## src/rtl/mem_bus_bridge_pkg.sv

```systemverilog
// Shared types, widths and helpers for the mem-stage to SRAM-like bus bridge.
package mem_bus_bridge_pkg;

    localparam int unsigned DATA_W = 32;
    localparam int unsigned STRB_W = DATA_W / 8;
    localparam int unsigned SZ_W   = 2;

    typedef enum logic [1:0] {
        IDLE = 2'd0,
        ADDR = 2'd1,
        DATA = 2'd2,
        DONE = 2'd3
    } state_e;

    localparam logic [SZ_W-1:0] SIZE_B = 2'd0;
    localparam logic [SZ_W-1:0] SIZE_H = 2'd1;
    localparam logic [SZ_W-1:0] SIZE_W = 2'd2;

    // Request fields captured in IDLE and held for the whole bus transaction.
    typedef struct packed {
        logic              wr;
        logic [STRB_W-1:0] sel;
        logic [DATA_W-1:0] wdata;
    } req_fields_t;

    // Access size from the number of enabled byte lanes.
    function automatic logic [SZ_W-1:0] size_from_sel(input logic [STRB_W-1:0] sel);
        logic [2:0] n;
        n = '0;
        for (int i = 0; i < int'(STRB_W); i++) begin
            n = n + 3'(sel[i]);
        end
        case (n)
            3'd0, 3'd1: size_from_sel = SIZE_B;
            3'd2:       size_from_sel = SIZE_H;
            default:    size_from_sel = SIZE_W;
        endcase
    endfunction

endpackage

```

## src/rtl/mem_bus_bridge_if.sv

```systemverilog
// SRAM-like request/response bus between the bridge (master) and memory (slave).
interface mem_bus_bridge_if
    import mem_bus_bridge_pkg::*;
#(
    parameter int unsigned ADDR_W = 32
);

    logic              req_o;
    logic              req_wr_o;
    logic [SZ_W-1:0]   req_size_o;
    logic [ADDR_W-1:0] req_addr_o;
    logic [STRB_W-1:0] req_wstrb_o;
    logic [DATA_W-1:0] req_wdata_o;
    logic              addr_ok_i;
    logic              data_ok_i;
    logic [DATA_W-1:0] rdata_i;

    modport master (
        output req_o, req_wr_o, req_size_o, req_addr_o, req_wstrb_o, req_wdata_o,
        input  addr_ok_i, data_ok_i, rdata_i
    );

    modport slave (
        input  req_o, req_wr_o, req_size_o, req_addr_o, req_wstrb_o, req_wdata_o,
        output addr_ok_i, data_ok_i, rdata_i
    );

endinterface

```

## src/rtl/mem_bus_bridge_byte_lane_swap.sv

```systemverilog
// Mirrors byte lanes (lane i <-> lane 3-i) of a data word and its strobe.
module byte_lane_swap
    import mem_bus_bridge_pkg::*;
(
    input  logic [DATA_W-1:0] i_data,
    input  logic [STRB_W-1:0] i_strb,
    output logic [DATA_W-1:0] o_data,
    output logic [STRB_W-1:0] o_strb
);

    // Reverse lane order for data bytes and strobe bits together.
    always_comb begin
        o_data = '0;
        o_strb = '0;
        for (int i = 0; i < int'(STRB_W); i++) begin
            o_data[8*i +: 8] = i_data[8*(int'(STRB_W)-1-i) +: 8];
            o_strb[i]        = i_strb[int'(STRB_W)-1-i];
        end
    end

endmodule

```

## src/rtl/mem_bus_bridge.sv

```systemverilog
// Turns one mem-stage load/store into an SRAM-like bus transaction, stalling
// the pipeline until the data phase completes; flushed accesses still finish
// on the bus but their result is dropped.
module mem_bus_bridge
    import mem_bus_bridge_pkg::*;
#(
    parameter int unsigned ADDR_W = 32
)(
    input  logic              clk,
    input  logic              rst,
    input  logic              ram_en_i,
    input  logic              mem_write_en_i,
    input  logic [31:0]       mem_addr_i,
    input  logic [31:0]       store_data_i,
    input  logic [3:0]        mem_select_i,
    input  logic              flush_i,
    output logic [31:0]       ram_data_o,
    output logic              pause_o,
    mem_bus_bridge_if.master  bus
);

    state_e            r_state;
    state_e            w_state_nxt;
    logic              r_cancel;
    logic [ADDR_W-1:0] r_addr;
    req_fields_t       r_req;
    logic [DATA_W-1:0] r_rbuf;

    logic              w_start;
    logic              w_cancel;
    logic              w_capture;
    logic [DATA_W-1:0] w_wr_data;
    logic [STRB_W-1:0] w_wr_strb;
    logic [DATA_W-1:0] w_rd_data;
    logic [STRB_W-1:0] w_rd_lane;

    assign w_start   = ram_en_i & ~flush_i;
    assign w_cancel  = r_cancel | flush_i;
    assign w_capture = (r_state == DATA) & bus.data_ok_i & ~w_cancel;

    // State register.
    always_ff @(posedge clk) begin
        if (!rst) begin
            r_state <= IDLE;
        end else begin
            r_state <= w_state_nxt;
        end
    end

    // Next-state logic; each handshake is only honoured in its own phase.
    always_comb begin
        w_state_nxt = r_state;
        unique case (r_state)
            IDLE: if (w_start)         w_state_nxt = ADDR;
            ADDR: if (bus.addr_ok_i)   w_state_nxt = DATA;
            DATA: if (bus.data_ok_i)   w_state_nxt = w_cancel ? IDLE : DONE;
            DONE:                      w_state_nxt = IDLE;
            default:                   w_state_nxt = IDLE;
        endcase
    end

    // Cancel flag: set by a flush while the bus is busy, cleared when back in IDLE.
    always_ff @(posedge clk) begin
        if (!rst) begin
            r_cancel <= 1'b0;
        end else if (w_state_nxt == IDLE) begin
            r_cancel <= 1'b0;
        end else if (((r_state == ADDR) || (r_state == DATA)) && flush_i) begin
            r_cancel <= 1'b1;
        end
    end

    // Latch the request fields when a new access is accepted.
    always_ff @(posedge clk) begin
        if (!rst) begin
            r_addr <= '0;
            r_req  <= '0;
        end else if ((r_state == IDLE) && w_start) begin
            r_addr      <= ADDR_W'(mem_addr_i);
            r_req.wr    <= mem_write_en_i;
            r_req.sel   <= mem_select_i;
            r_req.wdata <= store_data_i;
        end
    end

    // Read buffer keeps the last non-cancelled response.
    always_ff @(posedge clk) begin
        if (!rst) begin
            r_rbuf <= '0;
        end else if (w_capture) begin
            r_rbuf <= bus.rdata_i;
        end
    end

    // Write path: bus-side lane order, strobes only for stores.
    byte_lane_swap u_wr_swap (
        .i_data (r_req.wdata),
        .i_strb (r_req.wr ? r_req.sel : STRB_W'(0)),
        .o_data (w_wr_data),
        .o_strb (w_wr_strb)
    );

    // Read path: back to mem-stage lane order; lane enables drop during reset.
    byte_lane_swap u_rd_swap (
        .i_data (r_rbuf),
        .i_strb ({STRB_W{rst}}),
        .o_data (w_rd_data),
        .o_strb (w_rd_lane)
    );

    // Outputs decoded from state and latched fields; reset forces the controls low.
    always_comb begin
        bus.req_o       = 1'b0;
        bus.req_wr_o    = r_req.wr;
        bus.req_size_o  = size_from_sel(r_req.sel);
        bus.req_addr_o  = r_addr;
        bus.req_wstrb_o = w_wr_strb;
        bus.req_wdata_o = w_wr_data;
        pause_o         = 1'b0;
        ram_data_o      = '0;
        if (rst) begin
            bus.req_o = (r_state == ADDR);
            pause_o   = w_start & (r_state != DONE);
        end
        for (int k = 0; k < int'(STRB_W); k++) begin
            ram_data_o[8*k +: 8] = w_rd_data[8*k +: 8] & {8{w_rd_lane[k]}};
        end
    end

endmodule

```

## src/flat_wrapper.sv

```systemverilog
// flat-port wrapper written by rule: the top's interface ports become plain ports
module mem_bus_bridge_flat import mem_bus_bridge_pkg::*;
#(
    parameter int unsigned ADDR_W = 32
)
  (clk, rst, ram_en_i, mem_write_en_i, mem_addr_i, store_data_i, mem_select_i, flush_i, ram_data_o, pause_o, bus_req_o, bus_req_wr_o, bus_req_size_o, bus_req_addr_o, bus_req_wstrb_o, bus_req_wdata_o, bus_addr_ok_i, bus_data_ok_i, bus_rdata_i);
  mem_bus_bridge_if #(.ADDR_W(ADDR_W)) bus_i ();
  input  logic clk;
  input  logic rst;
  input  logic ram_en_i;
  input  logic mem_write_en_i;
  input  logic [31:0] mem_addr_i;
  input  logic [31:0] store_data_i;
  input  logic [3:0] mem_select_i;
  input  logic flush_i;
  output logic [31:0] ram_data_o;
  output logic pause_o;
  output wire logic [$bits(bus_i.req_o)-1:0] bus_req_o;
  output wire logic [$bits(bus_i.req_wr_o)-1:0] bus_req_wr_o;
  output wire logic [$bits(bus_i.req_size_o)-1:0] bus_req_size_o;
  output wire logic [$bits(bus_i.req_addr_o)-1:0] bus_req_addr_o;
  output wire logic [$bits(bus_i.req_wstrb_o)-1:0] bus_req_wstrb_o;
  output wire logic [$bits(bus_i.req_wdata_o)-1:0] bus_req_wdata_o;
  input wire logic [$bits(bus_i.addr_ok_i)-1:0] bus_addr_ok_i;
  input wire logic [$bits(bus_i.data_ok_i)-1:0] bus_data_ok_i;
  input wire logic [$bits(bus_i.rdata_i)-1:0] bus_rdata_i;
  assign bus_req_o = bus_i.req_o;
  assign bus_req_wr_o = bus_i.req_wr_o;
  assign bus_req_size_o = bus_i.req_size_o;
  assign bus_req_addr_o = bus_i.req_addr_o;
  assign bus_req_wstrb_o = bus_i.req_wstrb_o;
  assign bus_req_wdata_o = bus_i.req_wdata_o;
  assign bus_i.addr_ok_i = bus_addr_ok_i;
  assign bus_i.data_ok_i = bus_data_ok_i;
  assign bus_i.rdata_i = bus_rdata_i;
  mem_bus_bridge #(.ADDR_W(ADDR_W)) u_core (.clk(clk), .rst(rst), .ram_en_i(ram_en_i), .mem_write_en_i(mem_write_en_i), .mem_addr_i(mem_addr_i), .store_data_i(store_data_i), .mem_select_i(mem_select_i), .flush_i(flush_i), .ram_data_o(ram_data_o), .pause_o(pause_o), .bus(bus_i));
endmodule
```

## config.mk

```make
export PLATFORM = sky130hd
export DESIGN_NAME = mem_bus_bridge_flat
export DESIGN_NICKNAME = d
export VERILOG_FILES = /design/src/rtl/mem_bus_bridge_pkg.sv /design/src/rtl/mem_bus_bridge_if.sv /design/src/rtl/mem_bus_bridge_byte_lane_swap.sv /design/src/rtl/mem_bus_bridge.sv /design/src/flat_wrapper.sv
export SDC_FILE = /design/constraint.sdc
export NUM_CORES = 1
export LEC_CHECK = 0
export CAP_MARGIN = 5
export CORE_MARGIN = 5
export CORE_UTILIZATION = 45
export CTS_CLUSTER_DIAMETER = 100
export CTS_CLUSTER_SIZE = 12
export DETAILED_ROUTE_END_ITERATION = 10
export PLACE_DENSITY = 0.9
export SETUP_SLACK_MARGIN = 0.02
export SYNTH_ARGS = -nofsm -noshare
export SYNTH_HDL_FRONTEND = slang
export SYNTH_SLANG_ARGS = --single-unit
```

## constraint.sdc

```tcl
create_clock -name clk -period 2.9 [get_ports clk]
set_input_delay 0.58 -clock clk [delete_from_list [all_inputs] [get_ports clk]]
set_output_delay 0.58 -clock clk [all_outputs]
set_load 0.02 [all_outputs]
```

==> flow_metrics.env <==
export IMPL_status="completed"
export IMPL_place_ws_ps=211.0
export IMPL_synth_xor_area_share_pct=0
export IMPL_die_area_um2=12410
export IMPL_layout_area_seq_um2=2082
export IMPL_layout_cells_non_filler=847
export IMPL_ys_warn_count=0
export IMPL_ff2ff_path_depth=5
export IMPL_row_count=37
export IMPL_crit_path_start_kind="flip-flop"
export IMPL_synth_edf_count=0
export IMPL_fill_cells=836
export IMPL_fmax_mhz=369.4
export IMPL_post_cts_buffers=0
export IMPL_r2r_start="u_core.r_state[1]"
export IMPL_die_x_um=111.4
export IMPL_synth_simple_gate_area_share_pct=23.47
export IMPL_crit_family="adder cells"
export IMPL_hold_end="u_core.r_rbuf[3]"
export IMPL_num_vias=4024
export IMPL_setup_viol=0
export IMPL_ys_flop_type="dfxtp_1"
export IMPL_cts_root_buffer="clkbuf_8"
export IMPL_cts_sinks=104
export IMPL_dr_pass1_iters=4
export IMPL_hpwl_um=8845
export IMPL_path_cells="ha_1, fa_1, ha_1, a21o_1, dlygate4sd2_1"
export IMPL_slew_headroom_pct=65.87
export IMPL_coreArea_um2=10180
export IMPL_postSynth_asyncResetShare_pct=0
export IMPL_setup_slack_ps=193.0
export IMPL_placed_cells=829
export IMPL_slew_violations=0
export IMPL_synth_largest_area_cell="dfxtp_1"
export IMPL_final_layout_size_suffix_gt1_share_pct=5.219
export IMPL_antenna_found_initial=2
export IMPL_reg2reg_setup_slack_ps=1180
export IMPL_first_global_vias=4112
export IMPL_synth_nets=662
export IMPL_multi_input_area_um2=2066
export IMPL_wl_per_cell_um=14.20
export IMPL_overflow=0
export IMPL_grtUsageTotal_pct=18.91
export IMPL_hp_start="u_core.r_rbuf[3]"
export IMPL_holdPathStages=2
export IMPL_pin_count=212
export IMPL_drc_errors=0
export IMPL_path_clk_slew_ps=90
export IMPL_synth_top_cells_by_count="nand2_1, dfxtp_1, a21boi_0"
export IMPL_path_class="flip-flop to output port"
export IMPL_hold_violations=0
export IMPL_grt_pass1_wl_um=19490
export IMPL_synth_compound_area_share_pct=18.82
export IMPL_hold_slack_ps=453.8
export IMPL_die_y_um=111.4
export IMPL_portBuffers=211
export IMPL_vdd_ir_drop_max_mv=0.4747
export IMPL_finalNetCount=819
export IMPL_synth_most_common_cell="nand2_1"
export IMPL_netlist_area_um2=4627
export IMPL_numCtsBuffers=9
export IMPL_synthTopCellsByArea="dfxtp_1, nand2_1, a21boi_0"
export IMPL_area_delta_synth_final_pct=45.13
export IMPL_cpMostUsedCell="ha_1"
export IMPL_hold_path_class="flip-flop to flip-flop"
export IMPL_powerDensity_nw_per_um2=551.7
export IMPL_initial_core_util_pct=45.43
export IMPL_ys_seq_area_share_pct=45.00
export IMPL_crit_path_max_incr_delay_ps=370
export IMPL_ant_nets=0
export IMPL_drtIter0Drc=194
export IMPL_synth_top_family_by_area="simple AND/OR/NAND/NOR gates"
export IMPL_p_leak_nw=2.406
export IMPL_htreeDepth=3
export IMPL_clock_skew_ps=15.37
export IMPL_worst_pin_slew_ps=512.0
export IMPL_clockBufferDepth=2
export IMPL_synth_mux_area_share_pct=0
export IMPL_synth_top_area_share_pct=45.00
export IMPL_ys_ff_latch=104
export IMPL_cp_slowest_cell="fa_1"
export IMPL_routabilityCongestion=0.8144
export IMPL_maxCapViolCount=0
export IMPL_r2r_end="u_core.r_rbuf[23]"
export IMPL_crit_path_end_kind="output port"
export IMPL_cp_required_ps=2320
export IMPL_cp_max_fo=3
export IMPL_critical_path_buf_inv_count=1
export IMPL_cp_data_arrival_time_ps=2130
export IMPL_period_minus_slack_ps=2707
export IMPL_wl_um=12030
export IMPL_synthAdderAreaFrac_pct=2.326
export IMPL_fin_tns_setup_ps=0
export IMPL_synth_cell_type_count=29
export IMPL_grt_max_degree=138
export IMPL_post_route_util_pct=65.93
export IMPL_cts_tree="built"
export IMPL_synthCells=547
export IMPL_viasPerCell=4.751
export IMPL_rsz0062_at_grt="false"
export IMPL_insertion_delay_ps=350
export IMPL_avgSynthCellArea_um2=8.459
export IMPL_finalCritPeriodShare_pct=93.35
stage by stage:
| step | total power [mW] | instance area [um2] |
|---|---|---|
| 2_1_floorplan | 2.440 | 4627 |
| 3_3_place_gp | 2.808 | 6515 |
| 3_5_place_dp | 2.853 | 6515 |
| 4_1_cts | 3.744 | 6714 |
| 5_1_grt | 3.933 | 6710 |
| 6_report | 3.705 | 6715 |
per-layer routing:
layer  part of all wire [%]  wire length, um  vias up  global-route usage (%)
met1                     39             4748     1843                   20.61
li1                       -                -     2021                       -
met4                    2.3              278        0                   6.650
met3                    8.2              986       22                   7.283
met5                      0                0        -                       0
met2                     50             6013      138                   33.49
cell type report:
class                      instances  share of cell area [%]
multi-input combinational        369                   30.76
tap                              136                   2.534
sequential                       104                   31.00
antenna                            2                 0.07453
inverter                           4                  0.2236
clock inverter                     3                  0.3354
timing repair buffer             216                   32.40
clock buffer                      13                   2.664
where the power goes:
group          total [mW]  internal [mW]  switching (mW)
clock network       0.892          0.411           0.481
registers            1.67           1.58          0.0932
logic                1.14          0.549           0.594
worst max path at each step:
stage | end | start | slack (ps) | depth (start not counted)
3_5_place_dp | bus_req_size_o[0] | u_core.r_req[32] | 210 | 5
5_1_grt | bus_req_size_o[1] | u_core.r_req[32] | 90 | 5
2_1_floorplan | bus_req_size_o[0] | u_core.r_req[32] | 550 | 4
6_report | bus_req_size_o[1] | u_core.r_req[32] | 190 | 5
3_3_place_gp | bus_req_size_o[0] | u_core.r_req[32] | 230 | 5
4_1_cts | bus_req_size_o[0] | u_core.r_req[32] | 80 | 5
cells in the final DEF, fill, tap and decap left out, types with 3 or more instances in the layout:
| cell | count |
|---|---|
| o21ai_0 | 3 |
| dfxtp_1 | 104 |
| a21boi_2 | 10 |
| clkdlybuf4s50_1 | 208 |
| clkbuf_8 | 13 |
| a21boi_1 | 9 |
| and2_1 | 37 |
| a21boi_0 | 82 |
| nand2_1 | 202 |
| buf_12 | 3 |
| inv_1 | 4 |
| ha_1 | 7 |
tightest hold or removal path, stage by stage, from the launching register on:
cell,delay (ps)
dfxtp_1,310
nand2_1,50
a21boi_1,50
state kept, by name, summed over array words and instances (netlist names):
register	flops
u_core.r_req	36
u_core.bus.req_addr_o	32
u_core.r_rbuf	32
u_core.r_state	2
u_core.bus.req_wr_o	1
u_core.r_cancel	1
logic make-up after synthesis:
logic type,Yosys count
AND/OR/NAND/NOR,251
AO/OA/AOI/OAI,110
flip-flops,104
buffers and inverters,74
adder cells (fa/ha/maj),8
repair_timing:
item / CTS / global route
gates resized for setup: 2 / 3
endpoints found under the setup margin: 2 / 1
hold buffers: 0 / 0
hold endpoints to repair: 0 / 0
(Power assumes the default switching activity.)
